===== src/rtl/mcp3208_pkg.sv =====
// Shared types, frame constants and channel-selection helpers for the
// MCP3208 round-robin scanner.
package mcp3208_pkg;

   typedef enum logic [2:0] {
      IDLE  = 3'd0,
      PICK  = 3'd1,
      SETUP = 3'd2,
      SHIFT = 3'd3,
      HOLD  = 3'd4
   } state_e;

   localparam int FRAME_SCLKS     = 19;  // SCLK rises per conversion frame
   localparam int CMD_BITS        = 5;   // start, SGL/DIFF, D2, D1, D0
   localparam int FIRST_DATA_RISE = 8;   // rise that samples B11
   localparam int RES_BITS        = 12;

   // Next set bit of mask strictly above ptr, wrapping 7 -> 0. When the only
   // set bit is ptr itself the wrap brings the search back round to ptr.
   function automatic logic [2:0] next_chan(input logic [7:0] mask, input logic [2:0] ptr);
      logic [2:0] c;
      logic       found;
      next_chan = ptr;
      found     = 1'b0;
      for (int i = 1; i <= 8; i++) begin
         c = ptr + 3'(i);
         if (!found && mask[c]) begin
            next_chan = c;
            found     = 1'b1;
         end
      end
   endfunction

   // True when no enabled channel sits above ch, i.e. ch closes a scan pass.
   function automatic logic is_last(input logic [7:0] mask, input logic [2:0] ch);
      logic above;
      above = 1'b0;
      for (int i = 0; i < 8; i++) begin
         if (i > int'(ch) && mask[i]) above = 1'b1;
      end
      return !above;
   endfunction

endpackage


===== src/rtl/mcp3208_scan_if.sv =====
// Result bus from the scanner to the register/readout fabric.
// Handshake: result_valid is a one-cycle strobe with no ready/backpressure;
// result_chan, result_data and scan_done are meaningful in the cycle
// result_valid is high and the consumer must take them in that cycle.
// state is the scanner FSM state, exported for observation only.
interface mcp3208_scan_if;
   import mcp3208_pkg::*;

   logic                result_valid;
   logic [2:0]          result_chan;
   logic [RES_BITS-1:0] result_data;
   logic                scan_done;
   state_e              state;

   modport master (output result_valid, result_chan, result_data, scan_done, state);
   modport slave  (input  result_valid, result_chan, result_data, scan_done, state);
endinterface


===== src/rtl/mcp3208_frame.sv =====
// One MCP3208 conversion frame: setup half-period with the start bit on DIN,
// then 19 SCLK periods (high half first). Command bits change on SCLK-falling
// clk edges, DOUT is sampled on SCLK-rising clk edges, rises 8..19 give B11..B0.
module mcp3208_frame
   import mcp3208_pkg::*;
#(
   parameter int DIV = 4
) (
   input  logic                clk,
   input  logic                rst,
   input  logic                start_i,
   input  logic [2:0]          ch_i,
   input  logic                diff_i,
   input  logic                adc_dout_i,
   output logic                setup_done_o,
   output logic                done_o,
   output logic [RES_BITS-1:0] data_o,
   output logic                adc_cs_o,
   output logic                adc_sclk_o,
   output logic                adc_din_o
);

   localparam int         DW        = (DIV > 1) ? $clog2(DIV) : 1;
   localparam logic [5:0] LAST_HALF = 6'(2 * FRAME_SCLKS);
   localparam logic [4:0] CAP_FROM  = 5'(FIRST_DATA_RISE - 1);

   // half_q: 0 = setup half, odd = SCLK high half, even (>0) = SCLK low half
   logic                active_q;
   logic [DW-1:0]       div_q;
   logic [5:0]          half_q;
   logic [4:0]          rise_q;
   logic [CMD_BITS-1:0] cmd_q;
   logic [RES_BITS-1:0] sr_q;
   logic                cs_q;
   logic                sclk_q;
   logic                din_q;
   logic                half_end;

   assign half_end     = active_q && (div_q == DW'(DIV - 1));
   assign setup_done_o = half_end && (half_q == 6'd0);
   assign done_o       = half_end && (half_q == LAST_HALF);
   assign data_o       = sr_q;
   assign adc_cs_o     = cs_q;
   assign adc_sclk_o   = sclk_q;
   assign adc_din_o    = din_q;

   // Divider, half-period sequencing, command shift-out and result shift-in.
   always_ff @(posedge clk) begin
      if (rst) begin
         active_q <= 1'b0;
         div_q    <= '0;
         half_q   <= '0;
         rise_q   <= '0;
         cmd_q    <= '0;
         sr_q     <= '0;
         cs_q     <= 1'b1;
         sclk_q   <= 1'b0;
         din_q    <= 1'b0;
      end else if (start_i) begin
         active_q <= 1'b1;
         div_q    <= '0;
         half_q   <= '0;
         rise_q   <= '0;
         sr_q     <= '0;
         cs_q     <= 1'b0;
         sclk_q   <= 1'b0;
         din_q    <= 1'b1;                        // start bit
         cmd_q    <= {~diff_i, ch_i, 1'b0};       // SGL, D2, D1, D0, then zeros
      end else if (half_end) begin
         div_q <= '0;
         if (half_q == LAST_HALF) begin
            active_q <= 1'b0;
            cs_q     <= 1'b1;
            sclk_q   <= 1'b0;
            din_q    <= 1'b0;
         end else begin
            half_q <= half_q + 6'd1;
            if (!half_q[0]) begin
               sclk_q <= 1'b1;
               rise_q <= rise_q + 5'd1;
               if (rise_q >= CAP_FROM) sr_q <= {sr_q[RES_BITS-2:0], adc_dout_i};
            end else begin
               sclk_q <= 1'b0;
               din_q  <= cmd_q[CMD_BITS-1];
               cmd_q  <= {cmd_q[CMD_BITS-2:0], 1'b0};
            end
         end
      end else if (active_q) begin
         div_q <= div_q + DW'(1);
      end
   end

endmodule


===== src/rtl/mcp3208_scan.sv =====
// Round-robin MCP3208 scan scheduler: picks the next enabled channel, runs a
// conversion frame and publishes the result with its channel on a strobe.
module mcp3208_scan
   import mcp3208_pkg::*;
#(
   parameter int DIV = 4,
   parameter int GAP = 8
) (
   input  logic           clk,
   input  logic           rst,
   input  logic           enable,
   input  logic [7:0]     chan_mask,
   input  logic           diff,
   output logic           busy,
   output logic           adc_cs,
   output logic           adc_sclk,
   output logic           adc_din,
   input  logic           adc_dout,
   mcp3208_scan_if.master res
);

   localparam int GW = (GAP > 1) ? $clog2(GAP) : 1;

   state_e              state_q, state_d;
   logic [2:0]          ptr_q;
   logic                last_q;
   logic [GW-1:0]       gap_q;
   logic                valid_q;
   logic                done_q;
   logic [2:0]          chan_q;
   logic [RES_BITS-1:0] data_q;

   logic [2:0]          pick_ch;
   logic                frame_start;
   logic                setup_done;
   logic                frame_done;
   logic [RES_BITS-1:0] frame_data;

   assign pick_ch = next_chan(chan_mask, ptr_q);

   mcp3208_frame #(.DIV(DIV)) u_frame (
      .clk          (clk),
      .rst          (rst),
      .start_i      (frame_start),
      .ch_i         (pick_ch),
      .diff_i       (diff),
      .adc_dout_i   (adc_dout),
      .setup_done_o (setup_done),
      .done_o       (frame_done),
      .data_o       (frame_data),
      .adc_cs_o     (adc_cs),
      .adc_sclk_o   (adc_sclk),
      .adc_din_o    (adc_din)
   );

   // FSM state register.
   always_ff @(posedge clk) begin
      if (rst) state_q <= IDLE;
      else     state_q <= state_d;
   end

   // FSM next state: frame phases follow the frame engine's timing pulses.
   always_comb begin
      state_d = state_q;
      case (state_q)
         IDLE:    if (enable && (chan_mask != 8'd0)) state_d = PICK;
         PICK:    state_d = (chan_mask != 8'd0) ? SETUP : IDLE;
         SETUP:   if (setup_done) state_d = SHIFT;
         SHIFT:   if (frame_done) state_d = HOLD;
         HOLD:    if (gap_q == GW'(GAP - 1))
                     state_d = (enable && (chan_mask != 8'd0)) ? PICK : IDLE;
         default: state_d = IDLE;
      endcase
   end

   // FSM outputs: busy outside IDLE, frame launch on a PICK with channels left.
   always_comb begin
      busy        = (state_q != IDLE);
      frame_start = (state_q == PICK) && (chan_mask != 8'd0);
   end

   // Pointer, inter-frame gap counter and result registers.
   always_ff @(posedge clk) begin
      if (rst) begin
         ptr_q   <= 3'd7;
         last_q  <= 1'b0;
         gap_q   <= '0;
         valid_q <= 1'b0;
         done_q  <= 1'b0;
         chan_q  <= '0;
         data_q  <= '0;
      end else begin
         valid_q <= 1'b0;
         done_q  <= 1'b0;
         gap_q   <= (state_q == HOLD) ? gap_q + GW'(1) : '0;
         if (frame_start) begin
            ptr_q  <= pick_ch;
            last_q <= is_last(chan_mask, pick_ch);
         end
         if ((state_q == SHIFT) && frame_done) begin
            valid_q <= 1'b1;
            done_q  <= last_q;
            chan_q  <= ptr_q;
            data_q  <= frame_data;
         end
      end
   end

   assign res.result_valid = valid_q;
   assign res.result_chan  = chan_q;
   assign res.result_data  = data_q;
   assign res.scan_done    = done_q;
   assign res.state        = state_q;

endmodule

===== src/flat_wrapper.sv =====
// flat-port wrapper written by rule: the top's interface ports become plain ports
module mcp3208_scan_flat import mcp3208_pkg::*;
#(
   parameter int DIV = 4,
   parameter int GAP = 8
)
  (clk, rst, enable, chan_mask, diff, busy, adc_cs, adc_sclk, adc_din, adc_dout, res_result_valid, res_result_chan, res_result_data, res_scan_done, res_state);
  mcp3208_scan_if res_i ();
  input  logic clk;
  input  logic rst;
  input  logic enable;
  input  logic [7:0] chan_mask;
  input  logic diff;
  output logic busy;
  output logic adc_cs;
  output logic adc_sclk;
  output logic adc_din;
  input  logic adc_dout;
  output wire logic [$bits(res_i.result_valid)-1:0] res_result_valid;
  output wire logic [$bits(res_i.result_chan)-1:0] res_result_chan;
  output wire logic [$bits(res_i.result_data)-1:0] res_result_data;
  output wire logic [$bits(res_i.scan_done)-1:0] res_scan_done;
  output wire logic [$bits(res_i.state)-1:0] res_state;
  assign res_result_valid = res_i.result_valid;
  assign res_result_chan = res_i.result_chan;
  assign res_result_data = res_i.result_data;
  assign res_scan_done = res_i.scan_done;
  assign res_state = res_i.state;
  mcp3208_scan #(.DIV(DIV), .GAP(GAP)) u_core (.clk(clk), .rst(rst), .enable(enable), .chan_mask(chan_mask), .diff(diff), .busy(busy), .adc_cs(adc_cs), .adc_sclk(adc_sclk), .adc_din(adc_din), .adc_dout(adc_dout), .res(res_i));
endmodule

===== config.mk =====
export PLATFORM = sky130hd
export DESIGN_NAME = mcp3208_scan_flat
export DESIGN_NICKNAME = d
export VERILOG_FILES = /design/src/rtl/mcp3208_pkg.sv /design/src/rtl/mcp3208_scan_if.sv /design/src/rtl/mcp3208_frame.sv /design/src/rtl/mcp3208_scan.sv /design/src/flat_wrapper.sv
export SDC_FILE = /design/constraint.sdc
export NUM_CORES = 1
export LEC_CHECK = 0
export ABC_AREA = 1
export CAP_MARGIN = 20
export CORE_MARGIN = 8
export CORE_UTILIZATION = 49
export CTS_BUF_LIST = sky130_fd_sc_hd__clkbuf_16
export DETAILED_ROUTE_END_ITERATION = 6
export PLACE_DENSITY = 0.77
export SYNTH_ARGS = -nofsm -noshare
export SYNTH_HDL_FRONTEND = slang
export SYNTH_SLANG_ARGS = --single-unit

===== constraint.sdc =====
create_clock -name clk -period 2.5 [get_ports clk]
set_clock_uncertainty 0.1 [all_clocks]
set_input_delay 0.5 -clock clk [delete_from_list [all_inputs] [get_ports clk]]
set_output_delay 0.5 -clock clk [all_outputs]
set_load 0.005 [all_outputs]

==> results of run 1 <==
==> how the worst max path moves through the flow <==
stage / to / slack [ns] / cells after the start
after floorplan: u_core.last_q / 0.1 / 19
after global placement: u_core.ptr_q[1] / -0.18 / 9
after detailed placement: u_core.last_q / -0.18 / 21
after CTS: u_core.last_q / 0.05 / 18
after global routing: u_core.last_q / -0.05 / 20
final: u_core.last_q / 0.12 / 20
==> sequential cells by signal, summed over array words and instances, names as in the netlist, 3 cells and up <==
name                    flops
u_core.res.state            3
u_core.res.result_chan      3
u_core.gap_q                3
u_core.ptr_q                3
u_core.u_frame.half_q       6
u_core.u_frame.data_o      12
u_core.u_frame.rise_q       5
u_core.res.result_data     12
u_core.u_frame.cmd_q        4
==> placed cells by master, fill, tap and decap left out, types with 3 or more instances in the layout <==
master           Yosys  layout
nand2_1            123     120
nand3_1             65      61
dfxtp_1             60      59
buf_4                1      48
inv_1               47      44
a21oi_1             41      41
clkdlybuf4s50_1      0      36
nor2_1              33      31
o21ai_0             13      13
nand3_2              6       9
clkbuf_16            0       9
nor3_1               8       8
ha_1                 9       8
nand2_2              4       7
inv_2                3       5
nand4_1              5       5
clkinv_2             0       4
a31oi_1              4       4
o211ai_1             4       4
nor2_2               1       3
==> repair_timing <==
item / in CTS / in global routing
setup buffers: 0 / 6
hold buffers: 0 / 0
endpoints found under the setup margin: 0 / 7
resized for setup: 0 / 17
==> cell families after synthesis <==
logic type                 synth area share (%)
buffers and inverters                      8.38
and+or+nand+nor                            37.0
xor gates and xnor gates                   1.34
muxes                                     0.316
adders and majority gates                  3.56
DFF                                        37.9
AOI/OAI and AO/OA                          11.5
==> worst register-to-register path: stages, from the launching register on <==
cell and delay [ns]:
dfxtp_2 0.32, buf_4 0.16, ha_1 0.20, inv_1 0.07, nand2_1 0.07, nand2_2 0.15, inv_2 0.06, nand3_4 0.08
nand2_4 0.09, nor2_8 0.12, nand3_4 0.08, nor2_4 0.11, nand3_2 0.10, clkinv_1 0.08, nand2_1 0.07, nand2_2 0.09
nand2_1 0.05, nand2_1 0.06, nand2_1 0.06, nand3_1 0.09, nand2_1 0.05
==> report_power, final <==
group          switching [W]  internal (W)  leakage [nW]
clock               0.000430      0.000663         0.133
sequential          0.000103       0.00107         0.485
combinational        0.00216       0.00155          1.27
==> per-layer routing <==
layer | routed length [µm] | part of all wire (%)
met1 | 3740 | 43
met2 | 4350 | 49
met3 | 437 | 5.0
met4 | 265 | 3.0
met5 | 0 | 0
==> per-stage QoR <==
step	util [%]	power (W)	cell area, µm²	hold WS, ns
floorplan	-	0.00336	3180	0.299
global placement	62.1	0.00449	3920	0.308
detailed placement	62.1	0.00455	3920	0.313
CTS	66.4	0.00568	4190	0.320
global route	68.2	0.00641	4300	0.343
finish	68.2	0.00597	4300	0.319
==> area by class of cell <==
type | instances | area share (%)
clock buffers | 9 | 5.23
repair buffers | 86 | 17.7
multi-input cells | 335 | 41.2
well taps | 77 | 2.24
flip-flops and latches | 60 | 27.9
inverters | 52 | 4.65
clock inverters | 7 | 1.02
==> results.cfg, run 1 <==
[worst_hold_path]
hold_depth = 1
min_to = u_core.gap_q[0]
hp-start = u_core.gap_q[0]
holdCritPathClass = register to register

[sta]
maxSlewViolCount = 0
hold_violations = 0
max_freq_ghz = 0.420
rsz0062_at_grt = true
finalSetupViolations = 0
post-route-min-period_ns = 2.38
worst_pin_slew_ns = 0.547
max_slew_margin_pct = 63.5
setup_tns_ns = 0
fin_crit_sh_pct = 95.2
setup_ws_ns = 0.121

[power]
leakage_nw = 1.89
ir_worst_vdd_v = 0.00123
powerDensity_nw_per_um2 = 1390

[worst_setup_path]
crit_family = simple AND/OR/NAND/NOR gates
path_max_fanout = 6
worstRegToRegCells = 20
crit_path_start_kind = register
cp_cell_sequence = buf_4 > ha_1 > inv_1 > nand2_1 > nand2_2 > inv_2 > nand3_4 > nand2_4 > nor2_8 > nand3_4 > nor2_4 > nand3_2 > clkinv_1 > nand2_1 > nand2_2 > nand2_1 > nand2_1 > nand2_1 > nand3_1 > nand2_1
rr_startpoint = u_core.ptr_q[1]
crit_type = register to register
reg2reg_slack_ns = 0.12
cp-end-kind = register
worst_path_most_repeated_cell = nand2_1
cp.arrival_ns = 2.50
critPathBufInv = 4
worstReg2RegEnd = u_core.last_q
crit_path_max_incr_delay_ns = 0.32
worstSetupStartpoint = u_core.ptr_q[1]
critical_path_required_ns = 2.62
cp_slowest_cell = dfxtp_2

[job]
drv_cap = 0

[drt]
drtIter0Drc = 255
vias = 3339
drc_errors = 0
vias_per_cell = 5.33
drt_wl_total_um = 8790
wl_per_cell_um = 14.0
ant_nets = 0
dr.pass1.iters = 4

[yosys]
syn_avg_cell_area_um2 = 6.87
synthTopCellsByArea = dfxtp_1 (38%), nand2_1 (15%), nand3_1 (10%), a21oi_1 (6.5%), inv_1 (5.6%)
synth_most_common_cell = nand2_1
synth-seq-cells = 60
netlist_area_um2 = 3170
synth_seq_area_share_pct = 37.9
synth_fp_nets = 483
synth_cell_types = 39
ys_warn_count = 0
synth_flop_cell = dfxtp_1
async_flop_share_pct = 0
synthCells = 461
yosys.area.top_type = dfxtp_1
yosys-top-cells-count = nand2_1 (123), nand3_1 (65), dfxtp_1 (60), inv_1 (47), a21oi_1 (41)
yosysTopAreaCellShare_pct = 37.9
synth_edf_count = 0

[clock_network]
cts.path.max_buffers = 2
tritoncts.num_buffers = 9
cts_root_buffer = clkbuf_16
cts_max_level = 3
cts.clk_slew.worst_paths_ns = 0.05
clock_latency_ns = 0.33
cts_tree = built
clock_sinks = 60

[floorplanning]
ios = 37
rows = 29
die_y_um = 96.4
die_area_um2 = 9290
die_w_um = 96.4
initial_core_util_pct = 50.2
core_area_um2 = 6310

[place]
gp_congestion = 0.916
place_ws_ns = -0.179
dp_cells = 604
portBuffers = 36
hpwl_um = 6400

[global_routing]
gr-total-overflow = 0
grt_pass1_vias = 3257
grtUsageTotal_pct = 19.7
busiest_layer = met2
gr-usage-met2_pct = 33.8
grt.met3_usage_pct = 4.79
grt_pass1_wl_um = 14500
grt_antenna_before_repair = 0
gr-usage-met1_pct = 22.2
grt_max_degree = 18

[final_layout]
area_delta_synth_final_pct = 35.9
fill_cells = 524
nets = 566
drive_gt1_share_pct = 18.6
layout.cells.non_filler = 626
seqCellArea_um2 = 1200
n_antenna_cell = 0
multiInputGateArea_um2 = 1770

[status]
status = finished clean
No activity file was read; power rests on OpenSTA's default activity.
==> run 2: changes to the inputs <==
--- a/config.mk
+++ b/config.mk
@@ -6,7 +6,7 @@
 export NUM_CORES = 1
 export LEC_CHECK = 0
 export ABC_AREA = 1
-export CAP_MARGIN = 20
+export CAP_MARGIN = 25
 export CORE_MARGIN = 8
 export CORE_UTILIZATION = 49
 export CTS_BUF_LIST = sky130_fd_sc_hd__clkbuf_16
==> results of run 2 <==
The final DEF is identical to that of run 1; final timing and power are the same.
==> run 3: changes to the inputs <==
--- a/config.mk
+++ b/config.mk
@@ -11,7 +11,7 @@
 export CORE_UTILIZATION = 49
 export CTS_BUF_LIST = sky130_fd_sc_hd__clkbuf_16
 export DETAILED_ROUTE_END_ITERATION = 6
-export PLACE_DENSITY = 0.77
+export PLACE_DENSITY = 0.74
 export SYNTH_ARGS = -nofsm -noshare
 export SYNTH_HDL_FRONTEND = slang
 export SYNTH_SLANG_ARGS = --single-unit
==> constraint.sdc (replaced) <==
create_clock -name clk -period 2.3 [get_ports clk]
set_clock_uncertainty 0.1 [all_clocks]
set_input_delay 0.46 -clock clk [delete_from_list [all_inputs] [get_ports clk]]
set_output_delay 0.46 -clock clk [all_outputs]
set_load 0.005 [all_outputs]
==> results.cfg, run 3 (synthesis results as in run 1) <==
[status]
status = finished with violations
violations = setup timing

[clock_network]
cts.path.max_buffers = 2
cts_tree = built
cts_max_level = 3
clock_sinks = 60
clock_latency_ns = 0.32
tritoncts.num_buffers = 9
cts.clk_slew.worst_paths_ns = 0.05
cts_root_buffer = clkbuf_16

[floorplanning]
initial_core_util_pct = 50.2
rows = 29
core_area_um2 = 6310
die_area_um2 = 9290
ios = 37
die_y_um = 96.4
die_w_um = 96.4

[place]
dp_cells = 599
placed_cell_area_um2 = 3860
portBuffers = 36
hpwl_um = 6310
gp_congestion = 0.867

[drt]
dr.pass1.iters = 5
wl_per_cell_um = 14.2
drt_wl_total_um = 8840
vias = 3332
vias_per_cell = 5.34
ant_nets = 0
drtIter0Drc = 175
drc_errors = 0

[worst_setup_path]
path_max_fanout = 6
worstRegToRegCells = 17
endpoint = u_core.u_frame.cmd_q[3]
cp-end-kind = register
crit_path_max_incr_delay_ns = 0.38
crit_path_start_kind = register
worstSetupStartpoint = u_core.ptr_q[0]
worst_path_most_repeated_cell = nand3_4
critical_path_required_ns = 2.45
crit_type = register to register
cp.arrival_ns = 2.53
worstReg2RegEnd = u_core.u_frame.cmd_q[3]
reg2reg_slack_ns = -0.08
rr_startpoint = u_core.ptr_q[0]
cp_slowest_cell = dfxtp_4
cp_cell_sequence = inv_4 > ha_4 > inv_6 > nand3_4 > nand3_4 > nand2_4 > nor2_8 > nand3_4 > nor2_4 > nand3_4 > nand2_2 > inv_1 > nand2_2 > buf_4 > buf_6 > nand3_2 > a31oi_1

[sta]
worst_pin_slew_ns = 0.532
rsz0062_at_grt = true
setup_ws_ns = -0.0786
maxSlewViolCount = 0
finalSetupViolations = 4
fin_crit_sh_pct = 103
hold_ws_ns = 0.333
post-route-min-period_ns = 2.38
hold_violations = 0
setup_tns_ns = -0.152
max_slew_margin_pct = 64.5
max_freq_ghz = 0.420

[final_layout]
design_area_um2 = 4450
layout.cells.non_filler = 624
drive_gt1_share_pct = 22.3
nets = 565
area_delta_synth_final_pct = 40.6
n_antenna_cell = 0
final_core_utilization_pct = 70.5
layout_common_cells = nand2_1 (112), dfxtp_1 (57), nand3_1 (56)
final_common_cell = nand2_1

[global_routing]
gr-total-overflow = 0
grt_pass1_wl_um = 14400
grt_pass1_vias = 3149
grt_max_degree = 19
grtUsageTotal_pct = 19.9
grt_antenna_before_repair = 0

[worst_hold_path]
holdCritPathClass = register to register
hold_depth = 1

[power]
leakage_nw = 1.94
ir_worst_vdd_v = 0.00127
powerDensity_nw_per_um2 = 1550

[job]
drv_cap = 0
[run 3: layout make-up]
| type | count | area (µm²) |
|---|---|---|
| Sequential cell | 60 | 1210 |
| Inverter | 52 | 209 |
| Tap cell | 77 | 96.3 |
| Clock buffer | 9 | 225 |
| Clock inverter | 6 | 48.8 |
| Fill cell | 507 | 1860 |
| Multi-Input combinational cell | 335 | 1920 |
| Timing Repair Buffer | 85 | 743 |
[run 3: per-stage QoR]
stage / setup WS [ns] / power [W]
6_report: -0.0786 / 0.00691
5_1_grt: -0.208 / 0.00741
4_1_cts: -0.0213 / 0.00643
2_1_floorplan: 0.0422 / 0.00367
3_5_place_dp: -0.370 / 0.00486
3_3_place_gp: -0.347 / 0.00481
[run 3: worst min-delay path by stage]
stage	to	start	slack [ns]
after floorplan	u_core.gap_q[0]	u_core.gap_q[0]	0.30
after global placement	u_core.gap_q[0]	u_core.gap_q[0]	0.31
after detailed placement	u_core.gap_q[0]	u_core.gap_q[0]	0.31
after CTS	u_core.gap_q[0]	u_core.gap_q[0]	0.33
after global routing	u_core.gap_q[0]	u_core.gap_q[0]	0.36
final	u_core.gap_q[0]	u_core.gap_q[0]	0.33
[run 3: layer usage]
metal / routed length, µm / global-route usage [%]
met1: 3710 / 22.3
met4: 253 / 10.3
met2: 4560 / 35.4
met3: 327 / 3.32
met5: 0 / 0
[run 3: critical path: cells and delay by family (launching register included)]
kind	cells	cell delay, ns
DFF	1	0.38
adders and majority gates	1	0.29
buffers and inverters	5	0.39
AOI/OAI and AO/OA	1	0.15
and+or+nand+nor	10	0.98
[run 3: power by group]
group	switching [W]	internal, W
sequential	0.000135	0.00117
clock	0.000418	0.000809
combinational	0.00253	0.00184
total	0.00308	0.00382
[run 3: repair_timing]
item,4_1_cts,5_1_grt
hold buffers,0,0
gates resized for setup,28,39
setup buffers,2,6
setup endpoints to repair,14,33
pin swaps,18,26
gates cloned,0,2
